===== src/rtl/mem_ctrl_pkg.sv =====
// Shared types and constants for the memory access controller.
//   - state_e    : controller FSM states
//   - REQ_*      : requester identifiers latched at grant
//   - SEL_*      : address-mux selector codes (3'b111 is never used)
//   - SRC_*      : data address source codes (dt_src)
//   - CAUSE_*    : exception cause codes (exc_cause)
//   - dt_src_sel / exc_cause_sel : map latched codes onto mux selectors
package mem_ctrl_pkg;

  typedef enum logic [1:0] {
    IDLE   = 2'd0,
    ACCESS = 2'd1,
    RESP   = 2'd2
  } state_e;

  typedef logic [1:0] req_id_t;

  localparam req_id_t REQ_IF  = 2'd0;
  localparam req_id_t REQ_DT  = 2'd1;
  localparam req_id_t REQ_EXC = 2'd2;

  localparam logic [2:0] SEL_PC     = 3'b000;
  localparam logic [2:0] SEL_ALUOUT = 3'b001;
  localparam logic [2:0] SEL_REGA   = 3'b010;
  localparam logic [2:0] SEL_REGB   = 3'b011;
  localparam logic [2:0] SEL_EXC253 = 3'b100;
  localparam logic [2:0] SEL_EXC254 = 3'b101;
  localparam logic [2:0] SEL_EXC255 = 3'b110;

  localparam logic [1:0] SRC_ALUOUT = 2'b00;
  localparam logic [1:0] SRC_REGA   = 2'b01;
  localparam logic [1:0] SRC_REGB   = 2'b10;

  localparam logic [1:0] CAUSE_OPCODE   = 2'b00;
  localparam logic [1:0] CAUSE_OVERFLOW = 2'b01;
  localparam logic [1:0] CAUSE_DIVZERO  = 2'b10;

  // Source code 2'b11 falls back to ALUOut.
  function automatic logic [2:0] dt_src_sel(input logic [1:0] src);
    logic [2:0] sel;
    case (src)
      SRC_REGA: sel = SEL_REGA;
      SRC_REGB: sel = SEL_REGB;
      default:  sel = SEL_ALUOUT;
    endcase
    return sel;
  endfunction

  // Causes 2'b10 and 2'b11 both select the divide-by-zero vector.
  function automatic logic [2:0] exc_cause_sel(input logic [1:0] cause);
    logic [2:0] sel;
    case (cause)
      CAUSE_OPCODE:   sel = SEL_EXC253;
      CAUSE_OVERFLOW: sel = SEL_EXC254;
      default:        sel = SEL_EXC255;
    endcase
    return sel;
  endfunction

endpackage


===== src/rtl/mem_wait_counter.sv =====
// Memory latency wait counter.
//   clk      : system clock, rising edge
//   reset    : asynchronous active-low reset (count -> 0)
//   load     : load load_val (takes precedence over dec)
//   load_val : latency to wait, 1..7
//   dec      : decrement by one, holding at zero
//   last     : count is 1, i.e. this is the final wait cycle
module mem_wait_counter (
  input  logic       clk,
  input  logic       reset,
  input  logic       load,
  input  logic [2:0] load_val,
  input  logic       dec,
  output logic       last
);

  logic [2:0] count_q;
  logic [2:0] count_d;

  always_comb begin
    count_d = count_q;
    if (load) begin
      count_d = load_val;
    end else if (dec && (count_q != 3'd0)) begin
      count_d = count_q - 3'd1;
    end
  end

  always_ff @(posedge clk or negedge reset) begin
    if (!reset) begin
      count_q <= 3'd0;
    end else begin
      count_q <= count_d;
    end
  end

  assign last = (count_q == 3'd1);

endmodule


===== src/rtl/mem_access_ctrl.sv =====
// Arbiter and sequencer for the CPU's single memory port.
// Grants one of fetch / data / exception-vector requesters (exc > dt > if), drives the 3-bit
// address-mux selector and write enable, waits MEM_LAT cycles and then pulses the matching done.
//
// Parameters:
//   MEM_LAT    : cycles from address presentation to valid mem_rdata, 1..7
// Ports:
//   clk, reset : clock (rising edge), asynchronous active-low reset
//   if_req     : fetch request (mux 0, PC)
//   dt_req     : data request; dt_we (store) and dt_src (address source) latched at grant
//   exc_req    : exception vector fetch; exc_cause latched at grant
//   mem_rdata  : memory read data
//   mux_sel    : address-mux selector
//   mem_wr     : memory write enable, first ACCESS cycle of a store only
//   if_done, dt_done, exc_done : one-cycle completion pulses
//   exc_vector : {24'b0, mem_rdata[7:0]} captured at exception completion
//   busy       : high in ACCESS and RESP
// Optional feature (macro MEM_ACCESS_CTRL_PERF_EN):
//   acc_cnt    : saturating count of done pulses
//   stall_cnt  : saturating count of cycles with a request waiting
module mem_access_ctrl
  import mem_ctrl_pkg::*;
#(
  parameter int unsigned MEM_LAT = 1
) (
  input  logic        clk,
  input  logic        reset,
  input  logic        if_req,
  input  logic        dt_req,
  input  logic        dt_we,
  input  logic [1:0]  dt_src,
  input  logic        exc_req,
  input  logic [1:0]  exc_cause,
  input  logic [31:0] mem_rdata,
  output logic [2:0]  mux_sel,
  output logic        mem_wr,
  output logic        if_done,
  output logic        dt_done,
  output logic        exc_done,
  output logic [31:0] exc_vector,
  output logic        busy
`ifdef MEM_ACCESS_CTRL_PERF_EN
  ,
  output logic [15:0] acc_cnt,
  output logic [15:0] stall_cnt
`endif
);

  localparam logic [2:0] LatInit = 3'(MEM_LAT);

  state_e  state_q;
  req_id_t req_id_q;

  // Arbitration result, only acted on in IDLE.
  logic     grant_valid;
  req_id_t  grant_id;
  logic [2:0] grant_sel;
  logic     grant_wr;
  logic     start;
  logic     cnt_last;

  always_comb begin
    grant_valid = 1'b0;
    grant_id    = REQ_IF;
    grant_sel   = SEL_PC;
    grant_wr    = 1'b0;
    if (exc_req) begin
      grant_valid = 1'b1;
      grant_id    = REQ_EXC;
      grant_sel   = exc_cause_sel(exc_cause);
    end else if (dt_req) begin
      grant_valid = 1'b1;
      grant_id    = REQ_DT;
      grant_sel   = dt_src_sel(dt_src);
      grant_wr    = dt_we;
    end else if (if_req) begin
      grant_valid = 1'b1;
      grant_id    = REQ_IF;
      grant_sel   = SEL_PC;
    end
  end

  assign start = (state_q == IDLE) && grant_valid;

  mem_wait_counter u_wait_counter (
    .clk      (clk),
    .reset    (reset),
    .load     (start),
    .load_val (LatInit),
    .dec      (state_q == ACCESS),
    .last     (cnt_last)
  );

  // Only the low byte of the read data forms the handler address.
  logic unused_rdata;
  assign unused_rdata = ^mem_rdata[31:8];

  always_ff @(posedge clk or negedge reset) begin
    if (!reset) begin
      state_q    <= IDLE;
      req_id_q   <= REQ_IF;
      mux_sel    <= SEL_PC;
      mem_wr     <= 1'b0;
      if_done    <= 1'b0;
      dt_done    <= 1'b0;
      exc_done   <= 1'b0;
      exc_vector <= 32'd0;
      busy       <= 1'b0;
    end else begin
      // Write enable and done outputs are single-cycle pulses.
      mem_wr   <= 1'b0;
      if_done  <= 1'b0;
      dt_done  <= 1'b0;
      exc_done <= 1'b0;
      unique case (state_q)
        IDLE: begin
          mux_sel <= SEL_PC;
          busy    <= 1'b0;
          if (start) begin
            state_q  <= ACCESS;
            req_id_q <= grant_id;
            mux_sel  <= grant_sel;
            mem_wr   <= grant_wr;
            busy     <= 1'b1;
          end
        end
        ACCESS: begin
          if (cnt_last) begin
            state_q <= RESP;
            case (req_id_q)
              REQ_EXC: begin
                exc_done   <= 1'b1;
                exc_vector <= {24'd0, mem_rdata[7:0]};
              end
              REQ_DT:  dt_done <= 1'b1;
              default: if_done <= 1'b1;
            endcase
          end
        end
        RESP: begin
          state_q <= IDLE;
          mux_sel <= SEL_PC;
          busy    <= 1'b0;
        end
        default: begin
          state_q <= IDLE;
          mux_sel <= SEL_PC;
          busy    <= 1'b0;
        end
      endcase
    end
  end

`ifdef MEM_ACCESS_CTRL_PERF_EN
  logic any_req;
  logic multi_req;
  logic stall;
  logic any_done;

  assign any_req   = if_req | dt_req | exc_req;
  assign multi_req = (exc_req & (dt_req | if_req)) | (dt_req & if_req);
  // Waiting: the port is occupied, or in IDLE some request lost arbitration.
  assign stall     = any_req && ((state_q != IDLE) || multi_req);
  assign any_done  = if_done | dt_done | exc_done;

  always_ff @(posedge clk or negedge reset) begin
    if (!reset) begin
      acc_cnt   <= 16'd0;
      stall_cnt <= 16'd0;
    end else begin
      if (any_done && (acc_cnt != 16'hFFFF)) begin
        acc_cnt <= acc_cnt + 16'd1;
      end
      if (stall && (stall_cnt != 16'hFFFF)) begin
        stall_cnt <= stall_cnt + 16'd1;
      end
    end
  end
`endif

endmodule


===== config.mk =====
export PLATFORM = sky130hd
export DESIGN_NAME = mem_access_ctrl
export DESIGN_NICKNAME = d
export VERILOG_FILES = /design/src/rtl/mem_ctrl_pkg.sv /design/src/rtl/mem_wait_counter.sv /design/src/rtl/mem_access_ctrl.sv
export SDC_FILE = /design/constraint.sdc
export NUM_CORES = 1
export LEC_CHECK = 0
export ABC_AREA = 1
export CORE_AREA = 2 2 60 62
export CTS_CLUSTER_SIZE = 24
export DETAILED_ROUTE_END_ITERATION = 12
export DIE_AREA = 0 0 62 64
export MAX_ROUTING_LAYER = met4
export PLACE_DENSITY = 0.84
export SYNTH_ARGS = -nofsm -noshare
export SYNTH_HDL_FRONTEND = slang
export SYNTH_SLANG_ARGS = --single-unit
export TNS_END_PERCENT = 1

===== constraint.sdc =====
create_clock -name clk -period 1.84 [get_ports clk]
set_input_delay 0.276 -clock clk [delete_from_list [all_inputs] [get_ports clk]]
set_output_delay 0.276 -clock clk [all_outputs]
set_load 0.02 [all_outputs]

Word level (Yosys, flattened, before mapping)

Index checks and enable logic that the tools add are counted.

Bits in registers: 23
Input port bits: 42
Output and inout bits: 40

Add/subtract/negate cells: 1
Equal/unequal tests: 9
Muxes and demuxes: 31
Reductions and logical operators: 10

Operator list:

| kind                                                | count |
|---|---|
| 2-to-1 mux 1 bit                                    | 18 |
| 2-to-1 mux 3 bit                                    | 5 |
| case mux 2 bit (2 select lines)                     | 3 |
| equality test 2 x 1 -> 1 bit, second input constant | 4 |
| 2-to-1 mux 2 bit                                    | 3 |
| case mux 3 bit (2 select lines)                     | 1 |
| equality test 2 bit, second input constant          | 2 |
| zero test 2 bit                                     | 2 |
| inequality test 2 bit, second input constant        | 2 |
| AND reduction 2 bit                                 | 2 |
| equality test 3 x 1 -> 1 bit, second input constant | 1 |
| AND reduction 3 bit                                 | 1 |
| nonzero test 3 bit                                  | 1 |
| subtractor 3 x 1 -> 3 bit, second input constant    | 1 |
| logical AND 1 bit                                   | 2 |
| case mux 1 bit (2 select lines)                     | 1 |
| nonzero test 2 bit                                  | 1 |
| OR reduction 2 bit                                  | 1 |

Longest topological paths before layout

Depth after elaboration: 6
Mapped depth: 7
Gate-level depth less buffers: 7

Cells and area by module

A second synthesis with hierarchy kept.

Cells, all modules: 153
Area total of the unflattened synthesis: 1,271.2 µm²

Modules (own cells, without submodules):

| module           | times used | cells each | area each (µm²) |
|---|---|---|---|
| mem_access_ctrl  | 1          | 121        | 1,041.0 |
| mem_wait_counter | 1          | 32         | 230.2 |

Worst setup path before layout

Ideal clock, no wire load.

Path type: reg2reg
Start: register u_wait_counter.count_q[1]
End: register exc_vector[0]
Setup time: 65 ps
Data arrival time: 1,054 ps
Data required time: 1,775 ps
Path slack: 721 ps
Stages on the path, launching flop included: 7
Path buffers: 0
Period minus slack after synthesis: 1,119 ps
Path through: dfrtp_1 > inv_1 > ha_1 > nand3_4 > nor2_4 > nand2_1 > nand2_1

Longest elaborated chain between the ends: 2

RTL lines:

| item                          | RTL line               | source |
|---|---|---|
| start, declared               | mem_wait_counter.sv:17 | `logic [2:0] count_q;` |
| start signal, assigned        | mem_wait_counter.sv:33 | `count_q <= count_d;` |
| equality test 3 x 1 -> 1 bit  | mem_wait_counter.sv:37 | `assign last = (count_q == 3'd1);` |
| AND reduction 3 bit (no line) | --                     |  |
| end signal, assigned          | mem_access_ctrl.sv:133 | `exc_vector <= {24'd0, mem_rdata[7:0]};` |
| end, declared                 | mem_access_ctrl.sv:40  | `output logic [31:0] exc_vector,` |

Every way passes these cells.
A chain may end at the register's enable or synchronous reset.

Worst setup path after layout

Start: register mux_sel[2]
End: output mux_sel[2]

RTL lines:

| item                   | RTL line               | source |
|---|---|---|
| start, declared        | mem_access_ctrl.sv:35  | `output logic [2:0] mux_sel,` |
| start signal, assigned | mem_access_ctrl.sv:122 | `mux_sel <= grant_sel;` |

No word-level cell between the ends.

==> impl_metrics.tcl <==
set metrics [dict create \
    outcome "finished, final reports clean" \
    start_util 0.383 \
    path_max_fanout 2 \
    rows 21 \
    cp_slowest_cell "clkdlybuf4s50_1" \
    post_cts_resized 0 \
    grt_pass1_wl_um 3540 \
    ys_top_cells_by_count "nand2_1, buf_4, dfrtp_1" \
    finalSetupTns_ns 0 \
    vias 961 \
    grt_overflow 0 \
    cts_tree "yes" \
    reg2reg_from "u_wait_counter.count_q[1]$_DFFE_PN0P_" \
    finalCriticalPeriod_ns 1.58 \
    p_leak_nw 0.831 \
    worst_ep_required_time_ns 1.56 \
    ioPinCount 82 \
    stdcell_area_um2 1590 \
    viasPerCell 4.12 \
    numCtsBuffers 3 \
    drive_above_1_share 0.0695 \
    slowest_delay_ns 0.61 \
    cts.clk_slew.worst_paths_ns 0.12 \
    grt_max_degree 24 \
    grt.total_usage 0.119 \
    ant_nets 0 \
    pre_cts_slack_ns 0.421 \
    dieArea_um2 3970 \
    synth_top_area_share 0.458 \
    syn_area_um2 1260 \
    area_delta_synth_final_pct 26.2 \
    ff2ff_path_depth 6 \
    nNetsFinal 236 \
    syn_inst 150 \
    postCtsHoldBufs 0 \
    yosysMostFrequentCell "nand2_1" \
    hpwl_um 1700 \
    synth-seq-cells 23 \
    cts_setup_buffers 0 \
    drt_first_iter_violations 33 \
    place.gp.congestion 0.754 \
    async_flop_share 1.00 \
    yosysUniqueCellTypes 15 \
    placed_area_um2 1560 \
    worst-setup-path-type "flop to output pin" \
    dpl.cell_count 229 \
    cts_num_sinks 23 \
    drt-wirelength-per-cell_um 9.31 \
    avgSynthCellArea_um2 8.38 \
    whs_ns 0.297 \
    antenna_found_initial 0 \
    portBuffers 33 \
    fin_util 0.483 \
    die_w_um 62 \
    arrival_ns 1.30 \
    worstSkewPairLatency_ns 0.31 \
    yosysTopAreaCell "dfrtp_1" \
    ys_warn_count 0 \
    power_mw 2.32 \
    cp_num_buf_inv 1 \
    r2r-end "exc_vector[7]$_DFFE_PN0P_" \
    final.setup_skew_ns 0.00175 \
    worst_slack_ns 0.260 \
    first_pass_iters 4 \
    clockBufferDepth 2 \
    finalCritPeriodShare 0.859 \
    fin_cells 233 \
    vdd_drop_max_uv 645 \
    coreArea_um2 3280 \
    yosys-top-cells-area "dfrtp_1, buf_4, nand2_1" \
    htreeDepth 1 \
    n_antenna_cell 0 \
    die_y_um 64 \
    cp-end-kind "output pin" \
    synth-main-ff-cell "dfrtp_1" \
    max_clock_freq_mhz 633 \
    drc 0 \
    finalMaxSlewViolations 0 \
    grt_pass1_vias 881 \
    reg2reg_slack_ns 0.57 \
    cts_root_buf "clkbuf_4" \
    cp-start-kind "flop" \
    synth-edff-count 0 \
    routed_wl_um 2170 \
    yosysSeqAreaShare 0.458 \
    hold_viol 0 \
    setup_viol 0 \
    worstPathCellList "clkdlybuf4s50_1" \
    p_per_area_nw_per_um2 1460 \
    cpLargestDelayFamily "buffers and inverters" \
    hold_path.class "input port to asynchronous set/reset pin" \
    drv_cap 0 \
    grt_setup_unrepaired "no" \
]
-- cell usage in the layout (no fill, tap or decap), drive strengths merged --
cell,n
conb,24
dfrtp,23
clkinv,1
o21ai,11
a21oi,1
inv,20
clkdlybuf4s50,33
or2,1
ha,6
clkbuf,3
nand3,8
buf,1
nand2,44
nor2,11
-- layer usage --
metal  vias up  global-route usage  wire length (um)
met4         0             0.00798                 6
li1        482                   -                 -
met2        34               0.198              1060
met5         -                   -                 0
met3         2              0.0445               160
met1       443               0.142               944
-- kinds of logic (layout without fill, tap and decap cells) --
group | after synthesis | in the layout | synth area share
and+or+nand+nor | 64 | 64 | 0.229
buffers and inverters | 44 | 58 | 0.203
DFF | 23 | 23 | 0.458
AOI/OAI and AO/OA | 12 | 12 | 0.0478
adders and majority gates | 6 | 6 | 0.0597
other | 1 | 24 | 0.00298
-- flip-flops by register name (all words and copies together), names as in the netlist --
| register | count |
|---|---|
| u_wait_counter.count_q | 3 |
| req_id_q | 2 |
| state_q | 2 |
| if_done | 1 |
| exc_done | 1 |
| mem_wr | 1 |
| mux_sel | 3 |
| exc_vector | 8 |
| dt_done | 1 |
| busy | 1 |
-- final cells by class --
type / instances / area, um2
clock buffers: 3 / 22.5
clock inverters: 1 / 5.00
fillers: 325 / 1700
inverters: 20 / 75.1
multi-input cells: 106 / 513
flip-flops and latches: 23 / 576
well taps: 46 / 57.6
repair buffers: 34 / 338
-- worst max-delay path by stage --
stage	from	end	slack, ns	depth (start not counted)
after global placement	dt_src[1]	mux_sel[1]$_DFFE_PN0N_	0.41	8
after detailed placement	dt_src[1]	mux_sel[1]$_DFFE_PN0N_	0.42	8
final	mux_sel[2]$_DFFE_PN0N_	mux_sel[2]	0.26	1
after floorplan	u_wait_counter.count_q[1]$_DFFE_PN0P_	exc_vector[0]$_DFFE_PN0P_	0.72	6
after CTS	mux_sel[2]$_DFFE_PN0N_	mux_sel[2]	0.25	1
after global routing	mux_sel[1]$_DFFE_PN0N_	mux_sel[1]	0.20	1
-- power by group --
| part | internal (mW) | switching [mW] | total, mW |
|---|---|---|---|
| clock network | 0.0813 | 0.150 | 0.231 |
| logic | 0.503 | 0.742 | 1.25 |
| registers | 0.722 | 0.124 | 0.846 |
No activity file was read; power rests on OpenSTA's default activity.
